<file path="config.mk">
export PLATFORM = sky130hd
export DESIGN_NAME = fifo
export DESIGN_NICKNAME = d
export VERILOG_FILES = /design/src/rtl/redundant_flit_checker.sv
export SDC_FILE = /design/constraint.sdc
export NUM_CORES = 1
export LEC_CHECK = 0
export ABC_AREA = 1
export ABC_CLOCK_PERIOD_IN_PS = 6200
export BUFFER_PORTS_ARGS = -buffer_cell sky130_fd_sc_hd__buf_4
export CORE_ASPECT_RATIO = 1.2
export CORE_MARGIN = 10
export CORE_UTILIZATION = 60
export DETAILED_ROUTE_END_ITERATION = 7
export HOLD_SLACK_MARGIN = 0.06
export PLACE_DENSITY = 0.92
export REMOVE_ABC_BUFFERS = 1
export SYNTH_ARGS = -nofsm -noshare
export SYNTH_HDL_FRONTEND = slang
export SYNTH_SLANG_ARGS = --single-unit
</file>
<file path="constraint.sdc">
create_clock -name clk -period 6.2 [get_ports clk]
set_input_delay 1.55 -clock clk [delete_from_list [all_inputs] [get_ports clk]]
set_output_delay 1.55 -clock clk [all_outputs]
set_load 0.005 [all_outputs]
</file>
<file path="src/rtl/redundant_flit_checker.sv">
// Receives primary and redundant flit copies, aligns them in FIFOs, compares head pairs, forwards the primary copy and
// falls back to one channel on timeout. Write-to-valid_out latency 2 cycles; inputs stall only on a full FIFO; output holds under !ready_out.

module fifo #(
  parameter int W     = 34,
  parameter int DEPTH = 4
) (
  input  logic         clk,
  input  logic         i_rst,
  input  logic         i_flush,
  input  logic         i_wr_vld,
  input  logic [W-1:0] i_wr_dat,
  input  logic         i_rd_rdy,
  output logic         o_full,
  output logic         o_rd_vld,
  output logic [W-1:0] o_rd_dat
);
  localparam int AW = $clog2(DEPTH);

  logic [W-1:0] r_mem [DEPTH];
  logic [AW:0]  r_wptr;
  logic [AW:0]  r_rptr;
  logic         w_empty;
  logic         w_wr;
  logic         w_rd;

  // Extra pointer MSB separates full from empty when the index bits match.
  assign w_empty  = (r_wptr == r_rptr);
  assign o_full   = (r_wptr[AW] != r_rptr[AW]) && (r_wptr[AW-1:0] == r_rptr[AW-1:0]);
  assign w_rd     = i_rd_rdy && !w_empty;
  assign w_wr     = i_wr_vld && (!o_full || w_rd);
  assign o_rd_vld = !w_empty;
  assign o_rd_dat = r_mem[r_rptr[AW-1:0]];

  always_ff @(posedge clk) begin
    if (i_rst || i_flush) begin
      r_wptr <= '0;
      r_rptr <= '0;
    end else begin
      if (w_wr) r_wptr <= r_wptr + 1'b1;
      if (w_rd) r_rptr <= r_rptr + 1'b1;
    end
  end

  always_ff @(posedge clk) begin
    if (w_wr && !i_rst && !i_flush) r_mem[r_wptr[AW-1:0]] <= i_wr_dat;
  end
endmodule


</file>
; Word-level counts from Yosys, hierarchy flattened
; Memory sizes are Yosys's and may differ from the RTL's. A register that Yosys moved wholly into a read port is not among the register bits.
; Index checks and enable logic that the tools add are counted.
[word_totals]
register_bits = 6
mem_bits_rw = 136
in_bits = 39
elab_cells = 23
n_memories = 1
[mem_list]
columns = memory, depth, width, rd, rd_ports_with_merged_regs, wr, line
row1 = r_mem, 4, 34, 1, 1, 1, 20  ; logic [W-1:0] r_mem [DEPTH];
[classes]
n_addsub = 2
n_eq_ne = 3
muxes = 4
reduce_logical = 11
[op_table]
columns = cell, n
row1 = "adder 3 x 1 -> 3 bit, second input constant", 2
row2 = logical AND 1 bit, 5
row3 = zero test 1 bit, 4
row4 = two-way mux 2 bit, 2
row5 = == test 3 bit, 1
row6 = == test 2 bit, 1
row7 = logical OR 1 bit, 2
row8 = two-way mux 1 bit, 2
row9 = inequality test 1 bit, 1

; Logic depth before layout (Yosys ltp)
[logic_depth]
ltp_word = 9
ltp_mapped = 10

; Worst setup path before layout
; OpenSTA, ideal clock, no wires.
[synth_path]
path_type = input-to-reg
from = in i_rst
to = mem r_mem[0][0], enable pin
setup_ns = 0.420
t_arrival_ns = 3.289
required_ns = 5.780
slack_ns = 2.492
path_stages = 3
path_buffers = 0
path_cell_list = nor2_1 > inv_1 > nor3b_2
[synth_between]
elab_chain_cells = 5
[synth_lines]
columns = item, line
row1 = from (decl), 9  ; input logic i_rst,
row2 = zero test 1 bit, 46  ; if (w_wr && !i_rst && !i_flush) r_mem[r_wptr[AW-1:0]] <= i_wr_dat;
row3 = logical AND 1 bit (2 in a row), 46
row4 = two-way mux 1 bit, 46
row5 = two-way mux 1 bit (not written as such), 46
row6 = to (decl), 20
; Every way passes these cells.

==> parameters.txt <==
Parameter                              Value

Placement
  Gp weighted congestion ... 0.8283
  DP Worst Slack ... 1.979 ns
  Placement Cell Area ... between 6000 and 7000 µm²
  Dpl cells ... 568
  HPWL Detailed ... 6844 µm
  Count of buffers inserted at the top-level ports ... 74

Timing
  Total count of hold-check failures in the final report ... 0
  Setup Skew ... 0.006450 ns
  Max Clock Freq ... 0.2097 GHz
  Total count of max-transition violations in the final report ... 0
  Tightest hold margin ... 0.5199 ns
  Worst Tran Pin Value ... ~1.3 ns
  Shortest period the worst path allows ... approximately 4.8 ns
  Final worst path period share ... 76.92%
  Total Neg Setup Slack ... 0 ns
  Number of setup violations in the final report ... 0
  Final worst-path setup slack ... 1.431 ns
  Rel. slew slack ... 13.94%
  Setup repair after global routing missed its margin ... no

Yosys
  Flip-flop and latch count after synthesis ... 144
  Count of flip-flops with a built-in enable after synthesis ... around 140
  Flip-flop cell with the highest count after synthesis ... edfxtp_1
  Biggest area consumer among synthesized cells ... edfxtp_1
  Area share of the largest cell type after synthesis ... around three quarters
  Netlist area before placement ... 5505 µm²
  Average size of a mapped cell ... 14.08 µm²
  Most common cell in the netlist ... edfxtp_1
  Fraction of registers with async set/reset ... 0%
  Proportion of synthesized chip area in sequential cells ... 77.09%
  Yosys cell types ... 23
  YS warnings ... 0
  Top area cells in the synthesized netlist ... edfxtp_1 74%, nor2_1 5.1%, o21ai_0 4.2%
  Ranking of synthesized cells by instance count ... 136 x edfxtp_1, 75 x nor2_1, 46 x o21ai_0, 34 x o22ai_1, 23 x o21ai_1
  Gate count of the mapped netlist ... ~390

Worst setup path
  Setup CP Type ... register to primary output
  Kind of launch point of the worst setup path ... register
  Cell-by-cell trace of the critical path ... inv_2, o21ai_0, o22ai_1, buf_4
  Terminus of the critical flop-to-flop path ... r_mem[3][12]
  Total stage count of the critical path ... 4
  Kind of end point of the critical path ... primary output
  Worst Path Required ... 4.65 ns
  Depth of the most critical reg-to-reg path ... 7
  Origin of the critical flop-to-flop path ... r_wptr[1]
  Delay of the slowest critical-path stage ... 1.14 ns
  Setup crit end ... o_rd_dat[22]
  WP data arrival ... ~3.2 ns
  Count of buffering cells on the critical path with inverters included ... 2
  Reg2Reg Setup Slack ... 4.19 ns
  Largest delay share family, worst path ... flip-flops
  Max stage delay cell, worst path ... dfxtp_2
  CP max FO ... 69

Job
  Maximum capacitance violations ... 0

Layout
  Cell Count, Final, Fillers Out ... 600
  Utilization of the core after routing ... ~75%
  Final net count ... 511
  Layout Cell Area excl Fill ... about 6700 µm²
  Fill count ... 519
  Fraction of layout cells with a size suffix above 1 ... 25.21%
  Diodes inserted ... 0
  Area growth from synthesis to layout ... 21.70%

Clocking
  CTS clk-pin slew, worst paths ... 0.06 ns
  Skew-Pair Late Insertion Delay ... 0.51 ns
  Number of CTS-inserted buffers ... 17
  H-tree levels ... 4
  Buffers from clock root to sink, at most ... 2
  Clock tree from TritonCTS ... yes
  # clock sinks ... roughly 140
  Number of buffers added for setup after CTS ... 0
  Number of buffers inserted for hold repair after clock tree synthesis ... 0
  Post-CTS Resized ... 0
  Root cell of the clock tree ... clkbuf_8

Drt
  DRC violation total after the first TritonRoute iteration ... 268
  Via count ... 3493
  Routed wire length ... approximately 12000 µm
  Number of DRC violations after detailed routing ... 0
  Remaining antenna violation count ... 0
  Via-to-Cell Ratio ... 5.822
  Average wire per cell in the routed design ... 19.19 µm
  Router iterations before antenna repair ... 5

Die
  Chip height ... 124.9 µm
  Die outline width ... 107.4 µm
  Std-Cell Core Area ... approximately 9000 µm²
  Ports ... 75
  Area enclosed by the die boundary ... 13420 µm²
  Initial core utilization ... 61.26%
  Number of core rows ... 38

Global route
  Total global routing overflow ... 0
  Antenna violations before repair ... 0
  Global-route wire length before repair ... 18140 µm
  Pin count of the biggest net entering global routing ... 70
  Number of global-route vias before repair ... 3572
  Total routing usage reported by global routing ... 17.40%

Pwr
  Pwr/cell area ... between 300 and 400 nW/µm²
  Final total power ... around 2.1 mW
  Leakage power ... 2.406 nW
  VDD IR-drop max ... 0.0002388 V

Status
  Outcome ... completed

Hold path
  Type of the most critical hold path ... register to register
## state kept, by name (all words and copies together) (netlist names), named ones only
register and count:
r_mem 136, r_wptr 3, r_rptr 3
## cell usage in the layout, fill, tap and decap left out, types with 6 or more instances in the layout
master and instances:
nor2_1 75, buf_4 78, clkbuf_1 7, dfxtp_1 7, o21ai_0 46, o21ai_1 23, inv_1 6, edfxtp_1 136
o22ai_1 34, clkbuf_16 16, nand2_1 12
## tightest hold or removal path, stage by stage (launching register included)
cell and delay, ns:
dfxtp_1 0.34, nand2_1 0.08, a21oi_1 0.05
## metal layers
metal  vias to the layer above  part of all wire, %  global-route usage, %
met5                         -                    0                      0
met1                      1684                   39                  20.97
met3                        19                  7.7                  5.858
li1                       1605                    -                      -
met2                       185                   51                  28.15
met4                         0                  1.6                  6.850
## how the worst min path moves through the flow
stage | startpoint | endpoint | cells past startpoint | slack [ns]
after CTS | r_rptr[2] | r_rptr[2] | 2 | 0.53
after floorplan | r_rptr[2] | r_rptr[2] | 2 | 0.48
after global placement | r_rptr[2] | r_rptr[2] | 2 | 0.49
final | r_rptr[2] | r_rptr[2] | 2 | 0.52
after detailed placement | r_rptr[2] | r_rptr[2] | 2 | 0.52
after global routing | r_wptr[1] | r_wptr[1] | 2 | 0.55
## layout make-up
cell class	instances	area (µm²)	share of cell area (%)
clock buffer	26	467.9	6.984
clock inverter	6	60.06	0.8964
inverter	11	41.29	0.6162
multi-input combinational	215	1150	17.16
sequential	144	4245	63.36
tap	120	150.1	2.241
timing repair buffer	78	585.6	8.739
## kinds of logic after synthesis
logic type / Yosys count / share of synthesized area (%)
buf+inv: 32 / 2.477
simple gates: 100 / 8.045
flops: 144 / 77.09
compound gates: 107 / 10.64
xor+xnor: 3 / 0.6138
fa+ha+maj: 5 / 1.136
## report_power, final
part           internal [mW]  switching, mW  leakage [nW]
clock                  0.551          0.345         0.253
combinational         0.0466         0.0518         0.859
sequential              1.07        0.00847          1.29
No activity file was read; power rests on OpenSTA's default activity.
